### src/rtl/dca_neugemm_store_row_buffer.sv
// Result-row staging buffer: captures one matrix row by row from the NeuGEMM core,
// then replays the rows in order to the LSU store-row handshake.
module dca_neugemm_store_row_buffer #(
  parameter  int BW_TENSOR_SCALAR = 16,
  parameter  int MATRIX_NUM_COL   = 8,
  parameter  int MATRIX_NUM_ROW   = 8,
  localparam int BW_ROW           = BW_TENSOR_SCALAR * MATRIX_NUM_COL,
  localparam int BW_CNT           = $clog2(MATRIX_NUM_ROW + 1)
) (
  input  logic              clk,
  input  logic              rstnn,
  input  logic              clear,
  input  logic              result_row_wvalid,
  input  logic              result_row_wlast,
  input  logic [BW_ROW-1:0] result_row_wdata,
  output logic              result_row_wready,
  input  logic              sstore_tensor_row_rvalid,
  input  logic              sstore_tensor_row_rlast,
  output logic              sstore_tensor_row_rready,
  output logic [BW_ROW-1:0] sstore_tensor_row_rdata,
  output logic [BW_CNT-1:0] row_count,
  output logic              matrix_ready,
  output logic              error
);

  localparam int PTR_W = (MATRIX_NUM_ROW > 1) ? $clog2(MATRIX_NUM_ROW) : 1;

  typedef enum logic {
    ST_FILL  = 1'b0,
    ST_DRAIN = 1'b1
  } state_t;

  state_t             r_state;
  state_t             w_state_next;
  logic [PTR_W-1:0]   r_wr_ptr;
  logic [PTR_W-1:0]   r_rd_ptr;
  logic [BW_CNT-1:0]  r_count;
  logic               r_error;
  logic [BW_ROW-1:0]  r_mem [MATRIX_NUM_ROW];

  logic w_full;
  logic w_empty;
  logic w_wr_fire;
  logic w_rd_fire;
  logic w_pop;
  logic w_underflow;
  logic w_mismatch;

  function automatic logic [PTR_W-1:0] ptr_inc(input logic [PTR_W-1:0] p);
    return (p == PTR_W'(MATRIX_NUM_ROW - 1)) ? '0 : p + PTR_W'(1);
  endfunction

  assign w_full      = (r_count == BW_CNT'(MATRIX_NUM_ROW));
  assign w_empty     = (r_count == '0);
  assign w_wr_fire   = (r_state == ST_FILL) && result_row_wvalid && !w_full;
  assign w_rd_fire   = (r_state == ST_DRAIN) && sstore_tensor_row_rvalid;
  assign w_pop       = w_rd_fire && !w_empty;
  assign w_underflow = w_rd_fire && w_empty;
  // rlast while more than the popped row is still held: the LSU asked for fewer rows.
  assign w_mismatch  = w_rd_fire && sstore_tensor_row_rlast && (r_count > BW_CNT'(1));

  // NOTE: every output of this block gets a default first so no path leaves it unassigned (no latch).
  always_comb begin
    w_state_next             = r_state;
    result_row_wready        = 1'b0;
    sstore_tensor_row_rready = 1'b0;
    sstore_tensor_row_rdata  = '0;
    case (r_state)
      ST_FILL: begin
        result_row_wready = !w_full;
        if (w_wr_fire &&
            (result_row_wlast || (r_count == BW_CNT'(MATRIX_NUM_ROW - 1)))) begin
          w_state_next = ST_DRAIN;
        end
      end
      ST_DRAIN: begin
        sstore_tensor_row_rready = sstore_tensor_row_rvalid;
        if (sstore_tensor_row_rvalid && !w_empty) begin
          sstore_tensor_row_rdata = r_mem[r_rd_ptr];
        end
        if (w_rd_fire && sstore_tensor_row_rlast) begin
          w_state_next = ST_FILL;
        end
      end
      default: w_state_next = ST_FILL;
    endcase
  end

  // NOTE: state registers use non-blocking assignments so every flop samples pre-edge values.
  always_ff @(posedge clk) begin
    if (rstnn || clear) begin
      r_state  <= ST_FILL;
      r_wr_ptr <= '0;
      r_rd_ptr <= '0;
      r_count  <= '0;
      r_error  <= 1'b0;
    end else begin
      r_state <= w_state_next;
      if (w_wr_fire) begin
        r_wr_ptr <= ptr_inc(r_wr_ptr);
        r_count  <= r_count + BW_CNT'(1);
      end
      if (w_mismatch) begin
        r_wr_ptr <= '0;
        r_rd_ptr <= '0;
        r_count  <= '0;
      end else if (w_pop) begin
        r_rd_ptr <= ptr_inc(r_rd_ptr);
        r_count  <= r_count - BW_CNT'(1);
      end
      if (w_underflow || w_mismatch) begin
        r_error <= 1'b1;
      end
    end
  end

  // NOTE: the row storage is deliberately not reset; count and pointers alone define validity.
  always_ff @(posedge clk) begin
    if (w_wr_fire) begin
      r_mem[r_wr_ptr] <= result_row_wdata;
    end
  end

  assign row_count    = r_count;
  assign matrix_ready = (r_state == ST_DRAIN);
  assign error        = r_error;

endmodule
### config.mk
export PLATFORM = sky130hd
export DESIGN_NAME = dca_neugemm_store_row_buffer
export DESIGN_NICKNAME = d
export VERILOG_FILES = /design/src/rtl/dca_neugemm_store_row_buffer.sv
export SDC_FILE = /design/constraint.sdc
export NUM_CORES = 1
export LEC_CHECK = 0
export CELL_PAD_IN_SITES_DETAIL_PLACEMENT = 0
export CELL_PAD_IN_SITES_GLOBAL_PLACEMENT = 2
export CORE_AREA = 2 2 311 313
export DETAILED_ROUTE_END_ITERATION = 7
export DIE_AREA = 0 0 313 315
export PLACE_DENSITY_LB_ADDON = 0.25
export SLEW_MARGIN = 5
export SYNTH_ARGS = -nofsm -noshare
export SYNTH_HDL_FRONTEND = slang
export SYNTH_SLANG_ARGS = --single-unit
export TNS_END_PERCENT = 1
### constraint.sdc
create_clock -name clk -period 16 [get_ports clk]
set_input_delay 1.6 -clock clk [delete_from_list [all_inputs] [get_ports clk]]
set_output_delay 1.6 -clock clk [all_outputs]
set_load 0.02 [all_outputs]
==> flow_metrics.py <==
metrics = {
    "status": {
        "outcome": "completed",
    },
    "place": {
        "portBuffers": 270,
        "place_area_um2": 43700,
        "dp.final_hpwl_mm": 43.3,
        "pre_cts_ws_ns": 9.78,
        "gp_congestion": 0.696,
    },
    "power": {
        "clock_power_share_pct": 44.2,
        "seq_power_share_pct": 53.3,
        "switchingPower_mw": 1.10,
        "power.leakage_nw": 14.2,
        "p_per_area_nw_per_um2": 120,
        "p_int_mw": 4.59,
        "vdd_ir_drop_max_v": 0.0000833,
        "p_comb_share_pct": 2.5,
        "swShare_pct": 19.3,
    },
    "hold_path": {
        "min_path_type": "reg2reg",
        "hp-start": "r_rd_ptr[1]",
        "hold_depth": 2,
    },
    "setup_path": {
        "slowest_delay_ns": 0.95,
        "end_kind": "primary output",
        "cp_common_cell": "buf_4",
        "cp.required_ns": 14.40,
        "timing.rr.start": "row_count[0]",
        "rrSetupSlack_ns": 12.46,
        "slowest_stage": "buf_4",
        "timing_worst_setup_path_type": "reg2out",
        "crit_fanout": 53,
        "ff2ff_path_depth": 7,
        "r2r_end": "r_mem[2][95]",
        "critPathBufInv": 3,
        "startpoint_type": "flop",
        "worstPathCellList": "buf_4 -> buf_4 -> mux4_2 -> mux2i_1 -> nor2_1 -> clkdlybuf4s50_1",
        "crit_family": "buffers and inverters",
        "arrival_ns": 4.98,
    },
    "synth": {
        "synth_area_leaders": "edfxtp_1, mux4_2, mux2i_1",
        "async_flop_share_pct": 0,
        "synth.yosys.seq_area_share_pct": 78.2,
        "synth_edf_count": 1024,
        "synth_cells": 1719,
        "synth_top_area_share_pct": 77.4,
        "syn_area_per_cell_um2": 23.1,
        "ys_types": 39,
        "yosysWarnings": 0,
        "syn-num-nets": 1861,
        "synth_top_area_cell": "edfxtp_1",
        "synth_ff_type": "edfxtp_1",
        "syn-cell-area_um2": 39700,
        "ys_seq_elements": 1039,
    },
    "timing": {
        "setup_tns_ns": 0,
        "relSlewSlack_pct": 24.4,
        "hold_violations": 0,
        "final.min_clock_period_ns": 6.58,
        "worst_clock_skew_ns": 0.0180,
        "fmax_mhz": 152,
        "rsz0062_at_grt": "no",
        "hold_ws_ns": 0.477,
        "fin_crit_sh_pct": 41.1,
        "tightest_slew_ns": 1.13,
        "report.final.slew_viol_count": 0,
        "setup_viol": 0,
        "setup_slack_ns": 9.42,
    },
    "clocking": {
        "clock_sinks": 1039,
        "cts_tree": "yes",
        "cts_buffers": 107,
        "path_clk_slew_ns": 0.06,
        "clk_latency_ns": 0.68,
        "post_cts_buffers": 0,
        "cts_root_buf": "clkbuf_16",
        "htree_num_levels": 3,
        "cts_hold_repair.buffers": 0,
        "clock_path_buffers": 3,
        "ctsResizeCount": 0,
    },
    "global_routing": {
        "track_usage_pct": 17.4,
        "grt_max_degree": 129,
        "antenna_found_initial": 14,
        "grt_pass1_wl_mm": 126,
        "globalRouteOverflowTotal": 0,
        "grt_pass1_vias": 19400,
    },
    "detailed_routing": {
        "num_vias": 18000,
        "avgViaCountPerCell": 5.29,
        "drtAntennaViolNets": 0,
        "drc_errors": 0,
        "wirelength_mm": 84.7,
        "dr.pass1.iters": 5,
        "drtIter0Drc": 1138,
        "wire_per_inst_um": 24.9,
    },
    "die": {
        "core_area_um2": 95700,
        "die_w_um": 313,
        "die-area_um2": 98600,
        "io_pins": 271,
        "num_rows": 114,
        "die_y_um": 315,
        "start_util_pct": 41.5,
    },
    "cells_and_area": {
        "area_growth_pct": 19.2,
        "nets": 2184,
        "drive_above_1_share_pct": 22.0,
        "post-route-cell-area_um2": 47300,
    },
    "flow_run": {
        "maxCapViolCount": 0,
    },
}
-- worst max path at each step --
| stage | end | cells past startpoint | from | slack (ns) |
|---|---|---|---|---|
| final | sstore_tensor_row_rdata[55] | 6 | flop | 9.42 |
| after floorplan | r_mem[0][0] | 4 | result_row_wvalid | 0.98 |
| after CTS | sstore_tensor_row_rdata[55] | 6 | flop | 9.14 |
| after global routing | sstore_tensor_row_rdata[55] | 6 | flop | 8.90 |
| after detailed placement | sstore_tensor_row_rdata[81] | 7 | sstore_tensor_row_rvalid | 9.78 |
| after global placement | sstore_tensor_row_rdata[55] | 7 | sstore_tensor_row_rvalid | 9.87 |
-- per-layer routing --
metal	track usage, %	vias up	wire [um]
met1	22.4	9603	35200
met4	4.55	26	1870
met3	4.05	141	4420
met2	29.7	407	43000
met5	0	-	167
li1	-	7840	-
-- cell usage after synthesis, types with 2 or more instances --
cell         n
a21oi_1     11
a31oi_1      2
buf_1        2
buf_2       42
buf_4        3
buf_6       30
clkbuf_1     9
clkbuf_8     2
dfxtp_1     15
edfxtp_1  1024
ha_1         7
inv_1        5
mux2i_1    129
mux4_2     256
nand2_1     13
nand2b_1     3
nand3_1      3
nor2_1     136
nor3_1       6
or3_1        2
-- placed cells by master (no fill, tap or decap), drive strengths merged, types with 2 or more instances in the layout --
master,n
nor3,6
diode,2
nand2b,3
nor3b,2
a21oi,12
inv,12
nor2,136
clkinvlp,7
nand3,3
buf,32
clkbuf,125
bufinv,16
or3,2
mux4,256
ha,7
clkinv,39
clkdlybuf4s50,270
nand2,13
edfxtp,1024
mux2i,129
dfxtp,15
a31oi,2
-- cell families after synthesis --
kind of cell | after synthesis | share of synthesized area [%]
mux | 386 | 17.8
buf+inv | 94 | 1.67
simple gates | 172 | 1.80
flops | 1039 | 78.2
fa+ha+maj | 7 | 0.221
compound gates | 21 | 0.325
-- through the flow --
stage | utilization, % | instances | power [mW]
after global routing | 49.4 | 3402 | 5.89
after detailed placement | 45.7 | 3209 | 3.24
final | 49.4 | 3404 | 5.69
after CTS | 49.4 | 3402 | 5.77
after global placement | 45.7 | 3209 | 3.23
after floorplan | - | 1719 | 3.16
-- power groups by stage --
stage	Sequential, mW	Combinational, mW	Clock [mW]
6_report	3.03	0.144	2.51
3_5_place_dp	3.09	0.148	0
4_1_cts	3.03	0.149	2.59
5_1_grt	3.04	0.158	2.69
2_1_floorplan	3.10	0.0549	0
3_3_place_gp	3.09	0.143	0
-- worst min-delay path, stage by stage, from the launching register on --
cell and delay [ns]:
dfxtp_1 0.31, nand2_1 0.07, a21oi_1 0.06
-- flip-flops by register name, indices dropped and copies added, names as in the netlist, named ones only --
name,flops
r_mem,1024
matrix_ready,1
r_rd_ptr,3
r_wr_ptr,3
row_count,4
error,1
-- layout make-up --
| type | instances | area, um^2 |
|---|---|---|
| sequential | 1039 | 31100 |
| timing repair buffer | 302 | 3010 |
| clock inverter | 68 | 786 |
| clock buffer | 125 | 2790 |
| fill | 7721 | 48400 |
| antenna | 2 | 5.00 |
| inverter | 6 | 22.5 |
| multi-input combinational | 586 | 8060 |
| tap | 1276 | 1600 |
No activity file was read; power rests on OpenSTA's default activity.
